### src/rtl/audio_in_i2s.sv
// -----------------------------------------------------------------------------
// audio_in_i2s
//   I2S receiver. Deserializes stereo PCM from an external ADC/codec into
//   parallel signed DATA_W-bit left/right samples. SCK, LRCK and SDIN are
//   asynchronous to clk and are oversampled (clk must be at least 4x SCK).
//
//   Optional build macro: AUDIO_IN_LJ_EN
//     defined   -> left-justified input: the MSB is taken on the same SCK rise
//                  that detects the word-select change (no one-bit delay).
//     undefined -> standard I2S with the one-bit delay after each LRCK edge.
//
//   Ports
//     clk        in   system clock (50 MHz)
//     rst        in   synchronous active-high reset
//     i2s_sck    in   bit clock from the external master (async)
//     i2s_lrck   in   word select (async), 0 = left, 1 = right
//     i2s_sdin   in   serial data (async)
//     snd_l      out  signed left sample, held until the next valid frame
//     snd_r      out  signed right sample, held until the next valid frame
//     snd_valid  out  one-clk pulse when snd_l/snd_r update
//     snd_lock   out  high after an error-free stereo frame, low after an error
//     frame_err  out  one-clk pulse when a slot closes short or overlong
// -----------------------------------------------------------------------------
module audio_in_i2s #(
  parameter int DATA_W   = 16,
  parameter int MAX_SLOT = 32
) (
  input  logic                     clk,
  input  logic                     rst,
  input  logic                     i2s_sck,
  input  logic                     i2s_lrck,
  input  logic                     i2s_sdin,
  output logic signed [DATA_W-1:0] snd_l,
  output logic signed [DATA_W-1:0] snd_r,
  output logic                     snd_valid,
  output logic                     snd_lock,
  output logic                     frame_err
);

  // Counter must hold MAX_SLOT+1, the saturation value that marks an overlong slot.
  localparam int               CNT_W   = $clog2(MAX_SLOT + 2);
  localparam logic [CNT_W-1:0] CNT_SAT = CNT_W'(MAX_SLOT + 1);
  localparam logic [CNT_W-1:0] CNT_MIN = CNT_W'(DATA_W);
  localparam logic [CNT_W-1:0] CNT_MAX = CNT_W'(MAX_SLOT);

`ifdef AUDIO_IN_LJ_EN
  localparam bit LJ_MODE = 1'b1;
`else
  localparam bit LJ_MODE = 1'b0;
`endif

  typedef enum logic [1:0] {ST_HUNT, ST_DELAY, ST_SHIFT, ST_PAD} state_e;

  state_e            state_q, state_d;
  logic [2:0]        sck_sync_q;
  logic [1:0]        lrck_sync_q;
  logic [1:0]        sdin_sync_q;
  logic              lrck_prev_q, lrck_prev_d;
  logic [CNT_W-1:0]  cnt_q, cnt_d, cnt_inc;
  logic [DATA_W-1:0] shift_q, shift_d;
  logic [DATA_W-1:0] pend_q, pend_d;
  logic              pend_vld_q, pend_vld_d;
  logic [DATA_W-1:0] snd_l_q, snd_l_d, snd_r_q, snd_r_d;
  logic              valid_q, valid_d, lock_q, lock_d, err_q, err_d;

  logic sck_rise, lrck_s, sdin_s, ws_chg, slot_bad;

  assign sck_rise = sck_sync_q[1] & ~sck_sync_q[2];
  assign lrck_s   = lrck_sync_q[1];
  assign sdin_s   = sdin_sync_q[1];
  assign ws_chg   = sck_rise & (lrck_s ^ lrck_prev_q);
  // Saturate rather than wrap so a very long slot can never alias to a legal length.
  assign cnt_inc  = (cnt_q == CNT_SAT) ? cnt_q : cnt_q + 1'b1;
  assign slot_bad = (cnt_q < CNT_MIN) || (cnt_q > CNT_MAX);

  // ---------------------------------------------------------------------------
  // State register
  // ---------------------------------------------------------------------------
  // NOTE: clocked state is always assigned with <= so every flop samples the
  // pre-edge value of every other flop, regardless of statement order.
  always_ff @(posedge clk) begin
    if (rst) state_q <= ST_HUNT;
    else     state_q <= state_d;
  end

  // ---------------------------------------------------------------------------
  // Next-state logic
  // ---------------------------------------------------------------------------
  always_comb begin
    // NOTE: assigning a default before any branch keeps this block purely
    // combinational; a path that leaves a variable unassigned infers a latch.
    state_d = state_q;
    if (sck_rise) begin
      if (ws_chg) begin
        state_d = LJ_MODE ? ST_SHIFT : ST_DELAY;
      end else begin
        case (state_q)
          ST_HUNT:  state_d = ST_HUNT;
          ST_DELAY: state_d = ST_SHIFT;
          ST_SHIFT: state_d = (cnt_inc == CNT_MIN) ? ST_PAD : ST_SHIFT;
          ST_PAD:   state_d = ST_PAD;
          default:  state_d = ST_HUNT;
        endcase
      end
    end
  end

  // ---------------------------------------------------------------------------
  // Datapath / output next-state logic
  // ---------------------------------------------------------------------------
  always_comb begin
    lrck_prev_d = sck_rise ? lrck_s : lrck_prev_q;
    cnt_d       = cnt_q;
    shift_d     = shift_q;
    pend_d      = pend_q;
    pend_vld_d  = pend_vld_q;
    snd_l_d     = snd_l_q;
    snd_r_d     = snd_r_q;
    lock_d      = lock_q;
    valid_d     = 1'b0;
    err_d       = 1'b0;

    if (ws_chg) begin
      // Close the slot that just ended; in HUNT there is no slot to close.
      if (state_q != ST_HUNT) begin
        if (slot_bad) begin
          err_d      = 1'b1;
          lock_d     = 1'b0;
          pend_vld_d = 1'b0;  // drops the frame up to the next left slot
        end else if (!lrck_s) begin
          // Right slot closed: emit only when a good left slot is waiting.
          if (pend_vld_q) begin
            snd_l_d = pend_q;
            snd_r_d = shift_q;
            valid_d = 1'b1;
            lock_d  = 1'b1;
          end
          pend_vld_d = 1'b0;
        end else begin
          pend_d     = shift_q;
          pend_vld_d = 1'b1;
        end
      end
      // Start the new slot. In LJ mode this rise already carries the MSB.
      if (LJ_MODE) begin
        shift_d = {{(DATA_W-1){1'b0}}, sdin_s};
        cnt_d   = CNT_W'(1);
      end else begin
        shift_d = '0;
        cnt_d   = '0;
      end
    end else if (sck_rise) begin
      if (state_q == ST_DELAY || state_q == ST_SHIFT) begin
        shift_d = {shift_q[DATA_W-2:0], sdin_s};
        cnt_d   = cnt_inc;
      end else if (state_q == ST_PAD) begin
        cnt_d = cnt_inc;
      end
    end
  end

  // ---------------------------------------------------------------------------
  // Datapath registers and input synchronizers
  // ---------------------------------------------------------------------------
  always_ff @(posedge clk) begin
    if (rst) begin
      sck_sync_q  <= '0;
      lrck_sync_q <= '0;
      sdin_sync_q <= '0;
      lrck_prev_q <= 1'b0;
      cnt_q       <= '0;
      shift_q     <= '0;
      pend_q      <= '0;
      pend_vld_q  <= 1'b0;
      snd_l_q     <= '0;
      snd_r_q     <= '0;
      valid_q     <= 1'b0;
      lock_q      <= 1'b0;
      err_q       <= 1'b0;
    end else begin
      sck_sync_q  <= {sck_sync_q[1:0], i2s_sck};
      lrck_sync_q <= {lrck_sync_q[0], i2s_lrck};
      sdin_sync_q <= {sdin_sync_q[0], i2s_sdin};
      lrck_prev_q <= lrck_prev_d;
      cnt_q       <= cnt_d;
      shift_q     <= shift_d;
      pend_q      <= pend_d;
      pend_vld_q  <= pend_vld_d;
      snd_l_q     <= snd_l_d;
      snd_r_q     <= snd_r_d;
      valid_q     <= valid_d;
      lock_q      <= lock_d;
      err_q       <= err_d;
    end
  end

  assign snd_l     = snd_l_q;
  assign snd_r     = snd_r_q;
  assign snd_valid = valid_q;
  assign snd_lock  = lock_q;
  assign frame_err = err_q;

endmodule

### config.mk
export PLATFORM = sky130hd
export DESIGN_NAME = audio_in_i2s
export DESIGN_NICKNAME = d
export VERILOG_FILES = /design/src/rtl/audio_in_i2s.sv
export SDC_FILE = /design/constraint.sdc
export NUM_CORES = 1
export LEC_CHECK = 0
export ABC_AREA = 1
export ABC_CLOCK_PERIOD_IN_PS = 2480
export BUFFER_PORTS_ARGS = -buffer_cell sky130_fd_sc_hd__buf_4
export CORE_MARGIN = 10
export CORE_UTILIZATION = 30
export DETAILED_ROUTE_END_ITERATION = 10
export GPL_TIMING_DRIVEN = 0
export PLACE_DENSITY_LB_ADDON = 0.25
export SLEW_MARGIN = 10
export SYNTH_ARGS = -nofsm -noshare
export SYNTH_HDL_FRONTEND = slang
export SYNTH_SLANG_ARGS = --single-unit
### constraint.sdc
create_clock -name clk -period 2.48 [get_ports clk]
set_clock_uncertainty 0.05 [all_clocks]
set_input_delay 0.744 -clock clk [delete_from_list [all_inputs] [get_ports clk]]
set_output_delay 0.744 -clock clk [all_outputs]
set_load 0.005 [all_outputs]
Word-level counts from Yosys, hierarchy flattened --
Cells that the tools add are included.
Word-level totals: memory bits (writable) 0, logic and storage cells 59, ROM bits 0, input port bits 5, flip-flop bits (word level) 84, output and inout bits 35, latch bits 0, memories 0
Operators by class: divide/modulo/power cells 0, $add $sub $neg 1, order comparisons 2, reductions and logical operators 15, shift-type cells 0, equal/unequal tests 6, multiplexer cells 13, $mul 0, bitwise gates (word level) 8
Operators with widths (number):
- 6-bit two-way mux | 3
- 1-bit two-way mux | 8
- 2-bit one-hot mux with 4 select lines | 1
- 4-bit AND reduction | 2
- 6-bit by 1-bit adder with 6-bit output, second input constant | 1
- 6-bit by 5-bit == test with 1-bit output, second input constant | 1
- 6-bit == test, second input constant | 1
- 6-bit > comparator, second input constant | 1
- 6-bit by 5-bit < comparator with 1-bit output, second input constant | 1
- 2-bit AND reduction | 3
- 2-bit nonzero test | 3
- 1-bit NOT | 5
- 5-bit AND reduction | 1
- 5-bit OR reduction | 1
- 2-bit == test, second input constant | 2
- 3-bit OR reduction | 1
- 1-bit bitwise AND | 2
- 2-bit by 1-bit == test with 1-bit output, second input constant | 1
- 2-bit logical NOT | 1
- 1-bit logical OR | 2
- 2-bit two-way mux | 1
- 2-bit by 1-bit != test with 1-bit output, second input constant | 1
- 2-bit OR reduction | 1
- 1-bit XOR | 1

Longest topological paths before layout --
Gate-level depths: netlist of run 1.
word-level depth 6, gate-level depth with buffers 11, gate-level depth less buffers 10

Worst setup path before layout of run 1 --
OpenSTA, ideal clock, no wires.
kind reg-to-reg, from register cnt_q[0], to register snd_l_q[10] (netlist: snd_l[10]), buffers on the path 1, slack 907 ps, library setup time 116 ps, data arrival time 1408 ps, stages on the path, launching flop included 10, cells stage by stage dfxtp_1 inv_1 ha_1 nand3_1 nand2_1 o21ai_1 nand3_2 buf_2 o21ai_0 nor2_1
Between the ends: longest elaborated chain between the ends 4, elaborated cells between the ends (all ways) 5
Ends and longest elaborated chain:
- start: declaration | RTL line 59 | logic [CNT_W-1:0] cnt_q, cnt_d, cnt_inc;
- start signal: assignment | RTL line 185 | cnt_q <= cnt_d;
- 6-bit by 5-bit < comparator with 1-bit output or 6-bit > comparator (tied branches) | RTL line 74 | assign slot_bad = (cnt_q < CNT_MIN) || (cnt_q > CNT_MAX);
- 1-bit logical OR * | RTL line 74
- 1-bit NOT (no source line) *
- 5-bit AND reduction (no source line) *
- end signal: assignment | RTL line 189 | snd_l_q <= snd_l_d;
- end: declaration | RTL line 63 | logic [DATA_W-1:0] snd_l_q, snd_l_d, snd_r_q, snd_r_d;
Mark *: on every way between the ends. The rest lies on a longest branch, timed or not. A chain may end at the register's enable or synchronous reset.

Final worst setup path of run 1 --
from register cnt_q[0], to register snd_l_q[8] (netlist: snd_l[8])
Same word-level chain as after synthesis.

==> flow_metrics.env, run 1 <==
export IMPL_status="finished, final reports clean"
export IMPL_setup_violations=0
export IMPL_synth_seq_cells=84
export IMPL_cp_required_ns=2.67
export IMPL_wl_met1_um=3390
export IMPL_ys_seq_area_share_pct=53.2
export IMPL_wl_met3_um=352
export IMPL_h_tree_depth=3
export IMPL_syn_area_um2=3160
export IMPL_pwr_share_comb_pct=2.8
export IMPL_yosys_top_cells_area="dfxtp_1 (53%), nor2_1 (9.8%), o21ai_0 (8.9%)"
export IMPL_antenna_found_initial=0
export IMPL_grt_ovfl_total=0
export IMPL_async_reset_ff_share_pct=0
export IMPL_vias=2632
export IMPL_cts_buffers=9
export IMPL_portBuffers=39
export IMPL_yosys_warnings=0
export IMPL_synth_most_common_cell="dfxtp_1"
export IMPL_min_period_ns=1.97
export IMPL_place_gp_congestion=0.793
export IMPL_rows=37
export IMPL_critPathMaxFanout=10
export IMPL_ctsResizeCount=0
export IMPL_dp_cells=581
export IMPL_dr_pass1_iters=4
export IMPL_cpPeakStageDelay_ns=0.42
export IMPL_cts_sinks=84
export IMPL_drv_cap=0
export IMPL_grt_pass1_wl_um=12000
export IMPL_cts_tree="yes"
export IMPL_cp_arrival_ns=2.16
export IMPL_dieHeight_um=123
export IMPL_syn_area_per_cell_um2=7.79
export IMPL_end_kind="flip-flop"
export IMPL_crit_chain="inv_1 -> ha_1 -> nand3_1 -> nand2_1 -> o21ai_1 -> nand3_2 -> buf_2 -> o21ai_0 -> nor2_1"
export IMPL_ioPinCount=40
export IMPL_ir_worst_vdd_uv=223
export IMPL_pwr_share_clk_pct=43.1
export IMPL_wl_um=7180
export IMPL_areaGrowthSynthToFinish_pct=21.7
export IMPL_p_per_area_nw_per_um2=651
export IMPL_grt_max_degree=15
export IMPL_max_slew_margin_rel_pct=69.6
export IMPL_wl_met2_um=3320
export IMPL_p_leak_uw=0.00153
export IMPL_highest_layer="met4"
export IMPL_coreArea_um2=10300
export IMPL_syn_instance_count=406
export IMPL_die_area_um2=15100
export IMPL_switching_share_pct=21.4
export IMPL_dp_hpwl_um=5390
export IMPL_stdcell_count=596
export IMPL_fin_crit_sh_pct=79.6
export IMPL_cp_num_buf_inv=2
export IMPL_antenna_cells=0
export IMPL_critical_path_class="flip-flop to flip-flop"
export IMPL_via_per_inst=4.42
export IMPL_synth_nets=417
export IMPL_synth_top_flop_cell="dfxtp_1"
export IMPL_power_switching_uw=535
export IMPL_clk_latency_ns=0.35
export IMPL_crit_family="simple AND/OR/NAND/NOR gates"
export IMPL_clk_pin_slew_worst_paths_ns=0.08
export IMPL_synth_top_cell_area_share_pct=53.2
export IMPL_cts_max_path_buffers=2
export IMPL_yosys_area_top_type="dfxtp_1"
export IMPL_die_x_um=123
export IMPL_drv_slew=0
export IMPL_ctsHoldBuffers=0
export IMPL_fmax_mhz=506
export IMPL_hold_path_class="flip-flop to flip-flop"
export IMPL_postRouteAntennaNets=0
export IMPL_synthDistinctLibCells=20
export IMPL_grt_pass1_vias=2550
export IMPL_drc_errors=0
export IMPL_grt_setup_unrepaired="no"
export IMPL_nets=467
export IMPL_tns_ns=0
export IMPL_grt_usage_pct=9.87
export IMPL_critPathLaunchType="flip-flop"
export IMPL_cts_setup_buffers=0
export IMPL_hold_viol=0
export IMPL_hold_slack_ns=0.355
export IMPL_root_buffer="clkbuf_8"
export IMPL_start_util_pct=30.8
export IMPL_worst_pin_slew_ns=0.457
export IMPL_p_int_uw=1970
export IMPL_pwr_share_seq_pct=54.2
export IMPL_layout_drive_gt1_share_pct=15.0
export IMPL_synth_edff_count=0
export IMPL_wl_per_cell_um=12.0
export IMPL_synth_top_cells_by_count="dfxtp_1 (84), nor2_1 (83), o21ai_0 (56), a21oi_1 (41), inv_1 (41)"
export IMPL_drt_iter0_markers=173
export IMPL_crit_slowest_cell="dfxtp_1"
metrics by stage:
stage               utilization [%]  power, µW  worst slack [ns]  cell area (µm²)
floorplan                         -       1440             0.907             3160
global placement               35.3       1460             0.446             3630
detailed placement             35.3       1460             0.362             3630
CTS                            37.4       2560             0.527             3850
global route                   37.4       2610             0.324             3850
finish                         37.4       2500             0.505             3850
placed cells by master (no fill, tap or decap), drive strengths merged:
cell      netlist  routed
ha              6       6
clkbuf         12      22
a21oi          41      41
nand3          23      23
inv            44      45
xor2            3       3
nand4           2       2
clkinvlp        0       1
nor3            1       1
clkinv          0       1
bufinv          0       2
dfxtp          84      84
a211oi          1       1
xnor2           1       1
buf            10      49
nand2          37      37
o21ai          57      57
nor2           84      84
routing by layer:
metal,up-vias,GRT usage [%]
met5,-,0
met4,0,5.82
met3,8,2.62
met2,38,15.2
met1,1180,12.1
li1,1406,-
final timing paths:
kind                  from       endpoint  slack [ns]  cells past startpoint
max               cnt_q[0]       snd_l[8]        0.51                      9
min          sck_sync_q[0]  sck_sync_q[1]        0.36                      2
max reg2reg       cnt_q[0]       snd_l[8]        0.51                      9
min reg2reg  sck_sync_q[0]  sck_sync_q[1]        0.36                      2
worst min-delay path, cell delays in order, from the launching register on:
cell	delay, ns
dfxtp_1	0.30
inv_1	0.04
nor2_1	0.03
power by group through the flow:
stage,clock network (µW),logic (µW),registers (µW)
after floorplan,0,47.1,1390
after global placement,0,69.5,1390
after detailed placement,0,70.6,1390
after CTS,1130,71.0,1360
after global routing,1170,81.3,1360
final,1080,69.4,1360
cell type report:
cell class                      count  area (µm²)
Fill cell                        1120        6430
Sequential cell                    84        1680
Multi-Input combinational cell    256        1200
Timing Repair Buffer               39         293
Tap cell                          136         170
Inverter                           44         165
Clock buffer                       10         138
Buffer                             22         114
Clock inverter                      5        85.1
state kept, by name, summed over array words and instances (netlist names):
| signal | cells |
|---|---|
| cnt_q | 6 |
| shift_q | 16 |
| lrck_prev_q | 1 |
| state_q | 2 |
| snd_l | 16 |
| sck_sync_q | 3 |
| pend_vld_q | 1 |
| snd_valid | 1 |
| lrck_sync_q | 2 |
| snd_lock | 1 |
| pend_q | 16 |
| sdin_sync_q | 2 |
| frame_err | 1 |
| snd_r | 16 |
kinds of logic (layout without fill, tap and decap cells):
family | count (synthesis) | after routing | synth area share, %
compound gates | 99 | 99 | 15.7
xor+xnor | 4 | 4 | 1.11
simple gates | 147 | 147 | 18.8
fa+ha+maj | 6 | 6 | 2.37
buf+inv | 66 | 120 | 8.82
flops | 84 | 84 | 53.2
Note: power is estimated with default switching activity, not from simulation.
==> run 2: changes to the inputs <==
--- a/config.mk
+++ b/config.mk
@@ -5,8 +5,8 @@
 export SDC_FILE = /design/constraint.sdc
 export NUM_CORES = 1
 export LEC_CHECK = 0
-export ABC_AREA = 1
-export ABC_CLOCK_PERIOD_IN_PS = 2480
+export ABC_AREA = 0
+export ABC_CLOCK_PERIOD_IN_PS = 1900
 export BUFFER_PORTS_ARGS = -buffer_cell sky130_fd_sc_hd__buf_4
 export CORE_MARGIN = 10
 export CORE_UTILIZATION = 30
==> constraint.sdc (replaced) <==
create_clock -name clk -period 1.9 [get_ports clk]
set_clock_uncertainty 0.05 [all_clocks]
set_input_delay 0.57 -clock clk [delete_from_list [all_inputs] [get_ports clk]]
set_output_delay 0.57 -clock clk [all_outputs]
set_load 0.005 [all_outputs]
==> run 2 against run 1 <==
- wire length increased by 24%
- largest cell class unchanged
- die area is 6.7% higher
- cell area up 9.6%
- clock power rose by 55%
- clock-buffer cell count is 2 higher
- global-route usage rose by 1.3 points
- first-iteration DRC count shrank 29%
- hold slack better by 0.029 ns
- critical endpoint is now snd_l[12]
- combinational power is 5.3% higher
- non-clock buffer count is 16 higher
==> flow_metrics.env, run 2 <==
export IMPL_synth_top_cells_by_count="dfxtp_1 (84), a21oi_1 (69), nand3_1 (53), nand2_1 (42), o21ai_0 (41)"
export IMPL_dr_pass1_iters=5
export IMPL_synth_mux_area_share_pct=0.293
export IMPL_place_gp_congestion=0.779
export IMPL_antenna_found_initial=0
export IMPL_status="finished, final reports clean"
export IMPL_synth_most_common_cell="dfxtp_1"
export IMPL_worst_pin_slew_ns=0.567
export IMPL_synth_compound_area_share_pct=19.2
export IMPL_grt_ovfl_total=0
export IMPL_cp_required_ns=2.11
export IMPL_syn_area_per_cell_um2=8.56
export IMPL_synth_edff_count=0
export IMPL_synth_top_flop_cell="dfxtp_1"
export IMPL_grt_pass1_vias=2897
export IMPL_drt_iter0_markers=123
export IMPL_stdcell_area_um2=4220
export IMPL_postRouteAntennaNets=0
export IMPL_placed_area_um2=3880
export IMPL_syn_instance_count=399
export IMPL_hold_path_class="flip-flop to flip-flop"
export IMPL_rows=38
export IMPL_h_tree_depth=3
export IMPL_nFillCells=1118
export IMPL_max_slew_margin_rel_pct=62.2
export IMPL_critical_path_class="flip-flop to flip-flop"
export IMPL_synthSimpleGateAreaFrac_pct=20.6
export IMPL_final_common_cell="dfxtp_1"
export IMPL_fmax_mhz=558
export IMPL_grt_pass1_wl_um=14800
export IMPL_ir_worst_vdd_uv=312
export IMPL_critPathLaunchType="flip-flop"
export IMPL_multi_input_area_um2=1520
export IMPL_final_cell_mix="dfxtp_1 (83), a21oi_1 (69), nand3_1 (52), buf_4 (50), nand2_1 (42)"
export IMPL_cts_max_path_buffers=2
export IMPL_cts_tree="yes"
export IMPL_areaGrowthSynthToFinish_pct=23.4
export IMPL_tns_ns=0
export IMPL_synth_top_family_by_area="simple AND/OR/NAND/NOR gates"
export IMPL_antenna_cells=0
export IMPL_yosys_top_cells_area="dfxtp_1 (49%), a21oi_1 (10%), nand3_1 (7.8%)"
export IMPL_portBuffers=38
export IMPL_clk_pin_slew_worst_paths_ns=0.06
export IMPL_seq_area_um2=1680
export IMPL_drv_cap=0
export IMPL_min_period_ns=1.79
export IMPL_cp_arrival_ns=2.00
export IMPL_synthXorXnorAreaFrac_pct=1.54
export IMPL_start_util_pct=31.1
export IMPL_wl_um=8910
export IMPL_cts_buffers=9
export IMPL_hold_viol=0
export IMPL_synthDistinctLibCells=41
export IMPL_grt_setup_unrepaired="yes"
export IMPL_drc_errors=0
export IMPL_stdcell_count=594
export IMPL_root_buffer="clkbuf_16"
export IMPL_p_per_area_nw_per_um2=834
export IMPL_yosys_area_top_type="dfxtp_1"
export IMPL_dieHeight_um=127
export IMPL_coreArea_um2=11000
export IMPL_clk_latency_ns=0.33
export IMPL_synth_nets=410
export IMPL_ioPinCount=40
export IMPL_end_kind="flip-flop"
export IMPL_die_x_um=127
export IMPL_synth_top_cell_area_share_pct=49.2
export IMPL_wl_per_cell_um=15.0
export IMPL_syn_area_um2=3420
export IMPL_p_leak_uw=0.00151
export IMPL_drv_slew=0
export IMPL_fin_crit_sh_pct=94.3
export IMPL_dp_cells=577
export IMPL_nets=462
export IMPL_dp_hpwl_um=6470
export IMPL_layout_drive_gt1_share_pct=20.0
export IMPL_synth_seq_cells=84
export IMPL_die_area_um2=16100
export IMPL_setup_violations=0
export IMPL_vias=2913
export IMPL_async_reset_ff_share_pct=0
export IMPL_synth_fa_ha_area_share_pct=2.20
export IMPL_critPathMaxFanout=10
export IMPL_cts_sinks=84
export IMPL_grt_max_degree=13
export IMPL_yosys_warnings=0
export IMPL_via_per_inst=4.90
export IMPL_ys_seq_area_share_pct=49.2
export IMPL_grt_usage_pct=11.2
[run 2: cell types whose count changed after synthesis, moves of 7 or more]
cell     delta
nor2_1     -71
nor2b_1    +11
o21ai_1     +7
o21ai_0    -15
nand3_1    +31
a21oi_1    +28
inv_1      -36
[run 2: path summary, 6_finish.rpt]
path	from	to	slack, ns	depth (start not counted)
max	state_q[0]	snd_l[12]	0.11	8
min	sck_sync_q[0]	sck_sync_q[1]	0.38	1
max reg2reg	state_q[0]	snd_l[12]	0.11	8
min reg2reg	sck_sync_q[0]	sck_sync_q[1]	0.38	1
[run 2: repair_timing]
action / CTS / global route
endpoints found under the setup margin: 16 / 68
gates resized for setup: 4 / 24
pin swaps: 0 / 2
setup buffers: 2 / 1
hold buffers: 0 / 0
[run 2: power breakdown]
group / switching (µW) / internal [µW] / total [µW]
Sequential: 5.04 / 1770 / 1770
Clock: 664 / 1010 / 1670
Combinational: 50.3 / 22.8 / 73.1
Total: 719 / 2800 / 3520
[run 2: layout make-up]
cell class,count,area share [%]
clock buffer,12,5.61
buffer,36,5.76
inverter,5,0.445
multi-input combinational,274,35.9
tap,140,4.15
timing repair buffer,41,7.30
clock inverter,2,0.890
sequential,84,39.9
[run 2: worst max-delay path, stage by stage (launching register included)]
cell	delay (ns)
dfxtp_1	0.34
inv_1	0.08
ha_2	0.22
nor3b_4	0.24
and3_1	0.18
buf_2	0.18
buf_4	0.20
nand3_1	0.10
a21oi_1	0.13
[run 2: cell families (layout without fill, tap and decap cells)]
group                      after synthesis  in the layout
adders and majority gates                6              6
DFF                                     84             84
xor gates and xnor gates                 6              6
buffers and inverters                   41             96
and+or+nand+nor                        137            137
muxes                                    1              1
AOI/OAI and AO/OA                      124            124
[run 2: through the flow]
stage | utilization [%] | worst slack [ns] | hold WS (ns) | power [µW]
after floorplan | - | 0.258 | 0.364 | 1860
after global placement | 35.3 | -0.0520 | 0.371 | 1880
after detailed placement | 35.3 | -0.0608 | 0.370 | 1880
after CTS | 38.0 | 0.0324 | 0.385 | 3550
after global routing | 38.4 | -0.00740 | 0.400 | 3640
final | 38.4 | 0.109 | 0.384 | 3520
[run 2: layer usage]
metal / wire length [µm] / track usage [%] / up-vias / part of all wire, %
met5: 0 / 0 / - / 0
met3: 447 / 3.46 / 7 / 5.0
met1: 4520 / 15.0 / 1367 / 51
li1: - / - / 1486 / -
met4: 70 / 3.62 / 0 / 0.79
met2: 3880 / 16.6 / 53 / 43
==> run 3: changes to the inputs <==
--- a/config.mk
+++ b/config.mk
@@ -10,9 +10,11 @@
 export BUFFER_PORTS_ARGS = -buffer_cell sky130_fd_sc_hd__buf_4
 export CORE_MARGIN = 10
 export CORE_UTILIZATION = 30
+export CTS_BUF_LIST = sky130_fd_sc_hd__clkbuf_4
 export DETAILED_ROUTE_END_ITERATION = 10
 export GPL_TIMING_DRIVEN = 0
 export PLACE_DENSITY_LB_ADDON = 0.25
+export SKIP_LAST_GASP = 1
 export SLEW_MARGIN = 10
 export SYNTH_ARGS = -nofsm -noshare
 export SYNTH_HDL_FRONTEND = slang
==> run 3 against run 2 <==
- cell area down 3.1%
- via count down 0.82%
- core utilization down 1.2 points
- clock-buffer cell count unchanged
- hold slack worse by 0.093 ns
- register-to-register slack about the same
- sequential cell count unchanged
- sequential power about the same
- sequential share of layout area up 1.3 points
- cell count up 0.34%
==> flow_metrics.env, run 3 (synthesis results as in run 2) <==
export IMPL_busiest_layer="met2"
export IMPL_clk_latency_ns=0.43
export IMPL_min_to="sck_sync_q[0]"
export IMPL_cts_max_path_buffers=2
export IMPL_dp_hpwl_um=6470
export IMPL_coreArea_um2=11000
export IMPL_rows=38
export IMPL_gr_usage_met3_pct=2.87
export IMPL_drc_errors=0
export IMPL_ctsHoldBuffers=0
export IMPL_setup_violations=0
export IMPL_worst_pin_slew_ns=0.556
export IMPL_cp_num_buf_inv=3
export IMPL_drv_cap=0
export IMPL_r2r_setup_slack_ns=0.11
export IMPL_grt_ovfl_total=0
export IMPL_critPathMaxFanout=10
export IMPL_cts_tree="yes"
export IMPL_cp_arrival_ns=2.10
export IMPL_drv_slew=0
export IMPL_hp_start="i2s_sck"
export IMPL_cts_sinks=84
export IMPL_final_common_cell="dfxtp_1"
export IMPL_wl_um=8920
export IMPL_p_per_area_nw_per_um2=702
export IMPL_grtUsageMet1_pct=15.1
export IMPL_cp_required_ns=2.21
export IMPL_via_per_inst=4.85
export IMPL_utilization_pct=37.2
export IMPL_fin_crit_sh_pct=94.4
export IMPL_crit_family="simple AND/OR/NAND/NOR gates"
export IMPL_status="finished, final reports clean"
export IMPL_grtUsageMet2_pct=16.4
export IMPL_start_util_pct=31.1
export IMPL_antenna_found_initial=0
export IMPL_fmax_mhz=557
export IMPL_ff2ff_path_depth=8
export IMPL_postRouteAntennaNets=0
export IMPL_max_slew_margin_rel_pct=62.9
export IMPL_ioPinCount=40
export IMPL_root_buffer="clkbuf_4"
export IMPL_cpPeakStageDelay_ns=0.36
export IMPL_hold_viol=0
export IMPL_nets=464
export IMPL_wl_per_cell_um=15.0
export IMPL_critPathLaunchType="flip-flop"
export IMPL_end_kind="flip-flop"
export IMPL_grt_max_degree=13
export IMPL_r2r_start="state_q[0]"
export IMPL_dieHeight_um=127
export IMPL_clk_pin_slew_worst_paths_ns=0.13
export IMPL_crit_slowest_cell="dfxtp_1"
export IMPL_dr_pass1_iters=4
export IMPL_die_area_um2=16100
export IMPL_worstReg2RegEnd="snd_r[10]"
export IMPL_portBuffers=38
export IMPL_place_gp_congestion=0.779
export IMPL_antenna_cells=0
export IMPL_areaGrowthSynthToFinish_pct=19.6
export IMPL_layout_drive_gt1_share_pct=21.1
export IMPL_min_period_ns=1.79
export IMPL_grt_usage_pct=11.1
export IMPL_stdcell_count=596
export IMPL_hold_slack_ns=0.291
export IMPL_cts_buffers=9
export IMPL_drt_iter0_markers=120
export IMPL_critical_path_class="flip-flop to flip-flop"
export IMPL_grt_pass1_wl_um=14800
export IMPL_hold_path_class="input port to flip-flop"
export IMPL_dp_cells=577
export IMPL_ir_worst_vdd_uv=352
export IMPL_crit_chain="inv_1 -> ha_2 -> nor3b_4 -> and3_1 -> buf_2 -> buf_4 -> nand3_1 -> a21oi_1"
export IMPL_grt_pass1_vias=2875
export IMPL_hold_path_depth=2
export IMPL_vias=2889
export IMPL_h_tree_depth=3
export IMPL_final_cell_mix="dfxtp_1 (83), a21oi_1 (69), buf_4 (52), nand3_1 (52), nand2_1 (42)"
export IMPL_die_x_um=127
export IMPL_p_leak_uw=0.00146
-- run 3: changes by cell type in the layout (fill, tap and decap cells not counted) --
cell and change:
clkbuf_16 -9, clkbuf_1 -3, clkbuf_4 +12, buf_4 +2, buf_2 -1, clkbuf_2 +1
-- run 3: timing repair --
item	4_1_cts	5_1_grt
endpoints found under the setup margin	20	71
setup buffers	3	2
pin swaps	0	1
resized for setup	2	26
-- run 3: metal layers --
metal,wire length (µm),vias to the layer above,part of all wire (%)
met2,3870,55,43
met1,4430,1334,50
met5,0,-,0
met4,108,0,1.2
li1,-,1491,-
met3,507,9,5.7
-- run 3: how the worst max path moves through the flow --
| stage | from | endpoint | slack (ns) | cells past startpoint |
|---|---|---|---|---|
| global route | state_q[0] | snd_l[2] | -0.0006 | 8 |
| floorplan | state_q[1] | pend_q[5] | 0.26 | 8 |
| CTS | state_q[1] | snd_l[8] | -0.02 | 7 |
| finish | state_q[0] | snd_r[10] | 0.11 | 8 |
| detailed placement | state_q[0] | snd_l[15] | -0.06 | 7 |
| global placement | state_q[1] | snd_l[9] | -0.05 | 7 |
-- run 3: area by class of cell --
cell class              instances  area (µm²)
clock inverters                 2        37.5
fillers                      1133        6900
multi-input cells             274        1520
flip-flops and latches         84        1680
repair buffers                 43         323
well taps                     140         175
plain buffers                  36         243
clock buffers                  12        90.1
inverters                       5        18.8
-- run 3: report_power, final --
part           switching, µW  internal (µW)
registers               4.90           1770
logic                   50.3           23.6
clock network            586            433
-- run 3: worst reg2reg max path: stages (launching register included) --
cell and delay (ns):
dfxtp_1 0.36, inv_1 0.08, ha_2 0.22, nor3b_4 0.24, and3_1 0.18, buf_2 0.18
buf_4 0.19, nand3_1 0.09, a21oi_1 0.15
-- run 3: per-stage QoR --
stage	total power (µW)	worst slack (ns)	area (µm²)	TNS [ns]
floorplan	1860	0.258	3420	0
global placement	1880	-0.0520	3880	-0.436
detailed placement	1880	-0.0608	3880	-0.432
CTS	2900	-0.0162	4030	-0.0605
global route	2980	-0.000594	4090	-0.00117
finish	2870	0.106	4090	0
